===== src/rtl/serial_word_shifter.sv =====
// Parallel-to-serial feeder: accepts words over valid/ready and shifts them out one bit per clock.
// A one-word pending buffer lets consecutive words stream without a bubble.
module serial_word_shifter #(
  parameter int   WIDTH      = 8,
  parameter int   MSB_FIRST  = 1,
  parameter int   GAP_CYCLES = 0,
  parameter logic IDLE_LEVEL = 1'b0,
  parameter int   CNT_WIDTH  = 8
) (
  input  logic                 clk,
  input  logic                 reset,
  input  logic [WIDTH-1:0]     data_in,
  input  logic                 data_valid,
  output logic                 data_ready,
  output logic                 dout,
  output logic                 dout_valid,
  output logic                 busy,
  output logic [CNT_WIDTH-1:0] words_sent
);

  localparam int BC_W = (WIDTH > 1) ? $clog2(WIDTH) : 1;
  localparam logic [BC_W-1:0] BIT_LAST = BC_W'(WIDTH - 1);
  localparam logic [3:0]      GAP_LAST = (GAP_CYCLES > 0) ? 4'(GAP_CYCLES - 1) : 4'd0;

  typedef enum logic [1:0] {IDLE, SHIFT, GAP} state_t;

  state_t          state;
  logic [WIDTH-1:0] shreg;
  logic [WIDTH-1:0] pend;
  logic             pend_full;
  logic [BC_W-1:0]  bitcnt;
  logic [3:0]       gapcnt;

  logic             accept;
  logic             last_bit;
  logic             gap_done;
  logic             load;
  logic [WIDTH-1:0] next_word;

  function automatic logic head_bit(input logic [WIDTH-1:0] w);
    return (MSB_FIRST != 0) ? w[WIDTH-1] : w[0];
  endfunction

  function automatic logic [WIDTH-1:0] advance(input logic [WIDTH-1:0] w);
    return (MSB_FIRST != 0) ? {w[WIDTH-2:0], 1'b0} : {1'b0, w[WIDTH-1:1]};
  endfunction

  // The pending word always has priority over a word offered on the same edge.
  always_comb begin
    accept    = data_valid && !pend_full;
    last_bit  = (state == SHIFT) && (bitcnt == BIT_LAST);
    gap_done  = (state == GAP) && (gapcnt == GAP_LAST);
    next_word = pend_full ? pend : data_in;
    load      = (pend_full || accept) &&
                ((state == IDLE) || gap_done || (last_bit && (GAP_CYCLES == 0)));
  end

  always_ff @(posedge clk or posedge reset) begin
    if (reset) begin
      state      <= IDLE;
      shreg      <= '0;
      pend       <= '0;
      pend_full  <= 1'b0;
      bitcnt     <= '0;
      gapcnt     <= '0;
      words_sent <= '0;
    end else begin
      if (accept && !load) begin
        pend      <= data_in;
        pend_full <= 1'b1;
      end else if (load) begin
        pend_full <= 1'b0;
      end

      if (load) begin
        shreg  <= next_word;
        bitcnt <= '0;
      end else if (state == SHIFT) begin
        shreg  <= advance(shreg);
        bitcnt <= bitcnt + 1'b1;
      end

      case (state)
        IDLE: begin
          if (load) state <= SHIFT;
        end
        SHIFT: begin
          if (last_bit) begin
            words_sent <= words_sent + CNT_WIDTH'(1);
            if (GAP_CYCLES > 0) begin
              state  <= GAP;
              gapcnt <= '0;
            end else if (!load) begin
              state <= IDLE;
            end
          end
        end
        GAP: begin
          if (gap_done) state <= load ? SHIFT : IDLE;
          else          gapcnt <= gapcnt + 1'b1;
        end
        default: state <= IDLE;
      endcase
    end
  end

  assign data_ready = !pend_full;
  assign dout       = (state == SHIFT) ? head_bit(shreg) : IDLE_LEVEL;
  assign dout_valid = (state == SHIFT);
  assign busy       = (state != IDLE) || pend_full;

endmodule

===== config.mk =====
export PLATFORM = sky130hd
export DESIGN_NAME = serial_word_shifter
export DESIGN_NICKNAME = d
export VERILOG_FILES = /design/src/rtl/serial_word_shifter.sv
export SDC_FILE = /design/constraint.sdc
export NUM_CORES = 1
export LEC_CHECK = 0
export CAP_MARGIN = 20
export CORE_UTILIZATION = 30
export CTS_BUF_LIST = sky130_fd_sc_hd__clkbuf_4
export CTS_CLUSTER_SIZE = 30
export DETAILED_ROUTE_END_ITERATION = 10
export PLACE_DENSITY = 0.56
export SLEW_MARGIN = 25
export SYNTH_ARGS = -nofsm -noshare
export SYNTH_HDL_FRONTEND = slang
export SYNTH_SLANG_ARGS = --single-unit

===== constraint.sdc =====
create_clock -name clk -period 1.7 [get_ports clk]
set_input_delay 0.34 -clock clk [delete_from_list [all_inputs] [get_ports clk]]
set_output_delay 0.34 -clock clk [all_outputs]
set_load 0.02 [all_outputs]

==> key figures <==
Synthesis
  • Prevailing post-synth register cell: sky130_fd_sc_hd__dfrtp_1
  • Unique masters post-synth: 31
  • Cell accounting for the most synthesized area: sky130_fd_sc_hd__dfrtp_1
  • Mean instance size in the synthesized netlist: around 11 sq um
  • Post-synthesis cell area: approximately 0.0014 sq mm
  • Number of synthesized register bits: 29
  • Count of mapped cells out of synthesis: 130
  • Sequential share of the synthesized area: between 50 and 60%
  • Number of synthesized flops with an enable pin: 0
  • Share of the synthesized area in the top cell type: about half
  • Async set-reset flop share out of synthesis: 100.0%
  • Syn_nets: approximately 140
  • Cell types occupying the most area after synthesis: sky130_fd_sc_hd__dfrtp_1 (52%), sky130_fd_sc_hd__mux2_4 (8.5%), sky130_fd_sc_hd__nor2b_1 (4.0%), sky130_fd_sc_hd__nor2_1 (3.7%), sky130_fd_sc_hd__o211ai_1 (3.7%)
  • Total number of yosys warnings: 0

GRT
  • Global routing usage summed across all routing layers: a little over an eighth
  • Initial antenna violation count: 0
  • Via count of the first global-routing pass: around 1,000
  • Most Crowded Layer GR: met2
  • First-pass GRT wire length: roughly 5000 um
  • Met3 track demand over resource: about 3.5%
  • GRT met2 Usage: between 20% and 30%
  • Grt total ovfl: 0
  • Pin count of the biggest net entering global routing: 30
  • GR Layer Usage met1: between 10% and 20%

Setup path
  • Master of the slowest instance on the critical path: sky130_fd_sc_hd__dfrtp_1
  • Largest incremental delay on the critical path: roughly 0.39 ns
  • Crit path top cell by count: sky130_fd_sc_hd__ha_1
  • Critical path start-end classification: reg2reg
  • Maximum fanout along the worst path: 6
  • CP Cell Sequence: ha_1 > ha_1 > nor2b_2 > and3_4 > buf_12 > mux2_4
  • Arr. time, crit path: around 1.9 ns
  • Critical path endpoint category: flop
  • Data required time of the worst path: ~1.9 ns
  • Critical Path Source Type: flop

Cells and area
  • Flip-flop and latch area: 725.7 sq um
  • Most used cells in the layout excluding fill and tap cells: sky130_fd_sc_hd__dfrtp_1 (29), sky130_fd_sc_hd__nor2_1 (14), sky130_fd_sc_hd__buf_4 (14), sky130_fd_sc_hd__nand2_1 (13), sky130_fd_sc_hd__clkdlybuf4s50_1 (11)
  • Layout overhead on the synthesized area: 31.02%
  • Final antenna diode count: 0
  • Most common library cell in the layout ignoring fill and taps: sky130_fd_sc_hd__dfrtp_1
  • Number of fill cells: around 460
  • Post-route cell area: approximately 0.0018 sq mm
  • Proportion of layout cells with a drive suffix above 1: between 20% and 30%
  • Total area of multi-input combinational cells: between 600 and 700 sq um
  • Final net count: 182
  • Finished Layout Cells: 220

Timing
  • Post-route minimum period: about 1.7 ns
  • Final count of pins violating max slew: 0
  • Hold Vio Cnt, Final: 0
  • Measured slew at the worst slew-check pin: ~0.40 ns
  • Final worst setup slack: between 0.03 and 0.04 ns
  • Max Fclk: roughly 0.6 GHz
  • Post-route setup TNS: 0 ns
  • Number of setup violations in the final report: 0
  • Worst slew margin relative to its limit: between 70% and 80%
  • Portion of the clock cycle consumed by the worst path in the final layout: between 90% and 100%
  • Clock tree skew after final layout: roughly 0.0057 ns

Detailed routing
  • Post-route DRC violation count: 6
  • First drt pass iteration count: 7
  • Detailed-route vias per instance: ~4.9
  • Detailed Route Iter0 Violations: 37
  • ANT nets after route: 0
  • Vias after detailed routing: 1,068
  • Total length of routed wires: approximately 3100 um
  • Detailed-route wire length per cell: ~14 um

Placement
  • Hpwl dp: 2148 um
  • RePlAce Congestion: between 0.7 and 0.8
  • Setup WS pre-CTS: -0.02188 ns
  • Post-Place Cell Area: 0.001765 sq mm
  • Placed insts: between 200 and 250
  • Buffers added on ports: 22

CTS
  • Clock slew seen by the registers of the worst setup and hold paths: ~0.090 ns
  • CTS max path bufs: 2
  • Cell at the root of the clock tree: sky130_fd_sc_hd__clkbuf_4
  • CTS sink count: 29
  • Total CTS buffers: 5
  • CTS tree: yes
  • Clock network latency to the later pin of the worst-skew pair: 0.32 ns
  • H-Tree Depth: 2

Floorplan
  • X dimension of the die: roughly 71 um
  • Total number of placement rows: 24
  • Initial cell density of the core: a little under a third
  • Die Height: around 70 um
  • Die Footprint: 0.004970 sq mm
  • I/O Pins: 23
  • Core Area: 0.004444 sq mm

Min path
  • Worst min-delay path category: in2async

Pwr
  • Lkg Pwr: just under 0.9 nW
  • Maximum vdd ir drop: 0.4423 mV
  • Power density normalized to cell area: roughly 1400 mW/mm^2

Run
  • Maxcap violations: 0

Run status
  • Violated checks: DRC
  • Outcome: complete, but fails checks
cell type report:
type                            instances  area share, %
Tap cell                               52          3.528
Multi-Input combinational cell         93          35.75
Clock inverter                          1         0.2035
Clock buffer                            6          2.442
Timing Repair Buffer                   37          18.32
Inverter                                2         0.4071
Sequential cell                        29          39.35
cells in the mapped netlist (2+ instances only):
cell	number
sky130_fd_sc_hd__mux2_4	8
sky130_fd_sc_hd__nor2_1	14
sky130_fd_sc_hd__nand2_1	13
sky130_fd_sc_hd__buf_2	3
sky130_fd_sc_hd__xnor2_1	5
sky130_fd_sc_hd__dfrtp_1	29
sky130_fd_sc_hd__xor2_1	3
sky130_fd_sc_hd__o211ai_1	7
sky130_fd_sc_hd__ha_1	3
sky130_fd_sc_hd__nor2b_1	9
sky130_fd_sc_hd__o21ai_0	8
sky130_fd_sc_hd__a22o_1	2
sky130_fd_sc_hd__a21oi_1	7
sky130_fd_sc_hd__and2_1	2
report_power, final:
group	leakage [nW]	switching, mW	internal [mW]
registers	0.362	0.171	0.948
clock network	0.0292	0.232	0.166
logic	0.474	0.465	0.569
total	0.865	0.869	1.68
timing repair:
item,4_1_cts,5_1_grt
gates resized for setup,14,3
hold buffers,0,0
endpoints found under the setup margin,18,14
gates cloned,0,0
setup buffers,0,2
sequential cells by signal (all words and copies together) (netlist names):
register,cells
state,1
shreg,8
bitcnt,3
pend,8
pend_full,1
words_sent,8
path summary, 6_finish.rpt:
check | from | cells after the start | slack, ns | end
min in group clk | words_sent[7] | 1 | 0.47 | words_sent[7]
worst max register to register | bitcnt[0] | 6 | 0.04 | pend[2]
max in group asynchronous | reset | 3 | 1.02 | bitcnt[1]
worst min register to register | words_sent[7] | 1 | 0.47 | words_sent[7]
worst min-delay path | reset | 3 | 0.38 | words_sent[6]
worst max-delay path | bitcnt[0] | 6 | 0.04 | pend[2]
kinds of logic (layout without fill, tap and decap cells):
family | count (synthesis) | count (layout) | share of synthesized area [%]
simple gates | 47 | 47 | 16.62
flops | 29 | 29 | 51.56
compound gates | 25 | 25 | 10.93
mux | 10 | 10 | 10.04
xor+xnor | 8 | 8 | 4.978
buf+inv | 8 | 46 | 3.199
fa+ha+maj | 3 | 3 | 2.667
critical path, delay by kind of cell (launching register included):
kind	cells	cell delay, ns
fa+ha+maj	2	0.40
flops	1	0.39
simple gates	2	0.35
mux	1	0.29
buf+inv	1	0.12
layer usage:
layer	wire (um)	vias to the layer above
met1	1446	521
met5	0	-
met2	1470	25
met4	22	0
met3	128	4
li1	-	518
per-stage QoR:
stage	hold WS (ns)	util (%)	power, mW
2_1_floorplan	0.4181	-	1.776
3_3_place_gp	0.4605	39.72	2.115
3_5_place_dp	0.4610	39.72	2.162
4_1_cts	0.3814	40.77	2.543
5_1_grt	0.4208	41.50	2.733
6_report	0.3804	41.50	2.551
Power figures use the tool's default switching activity.
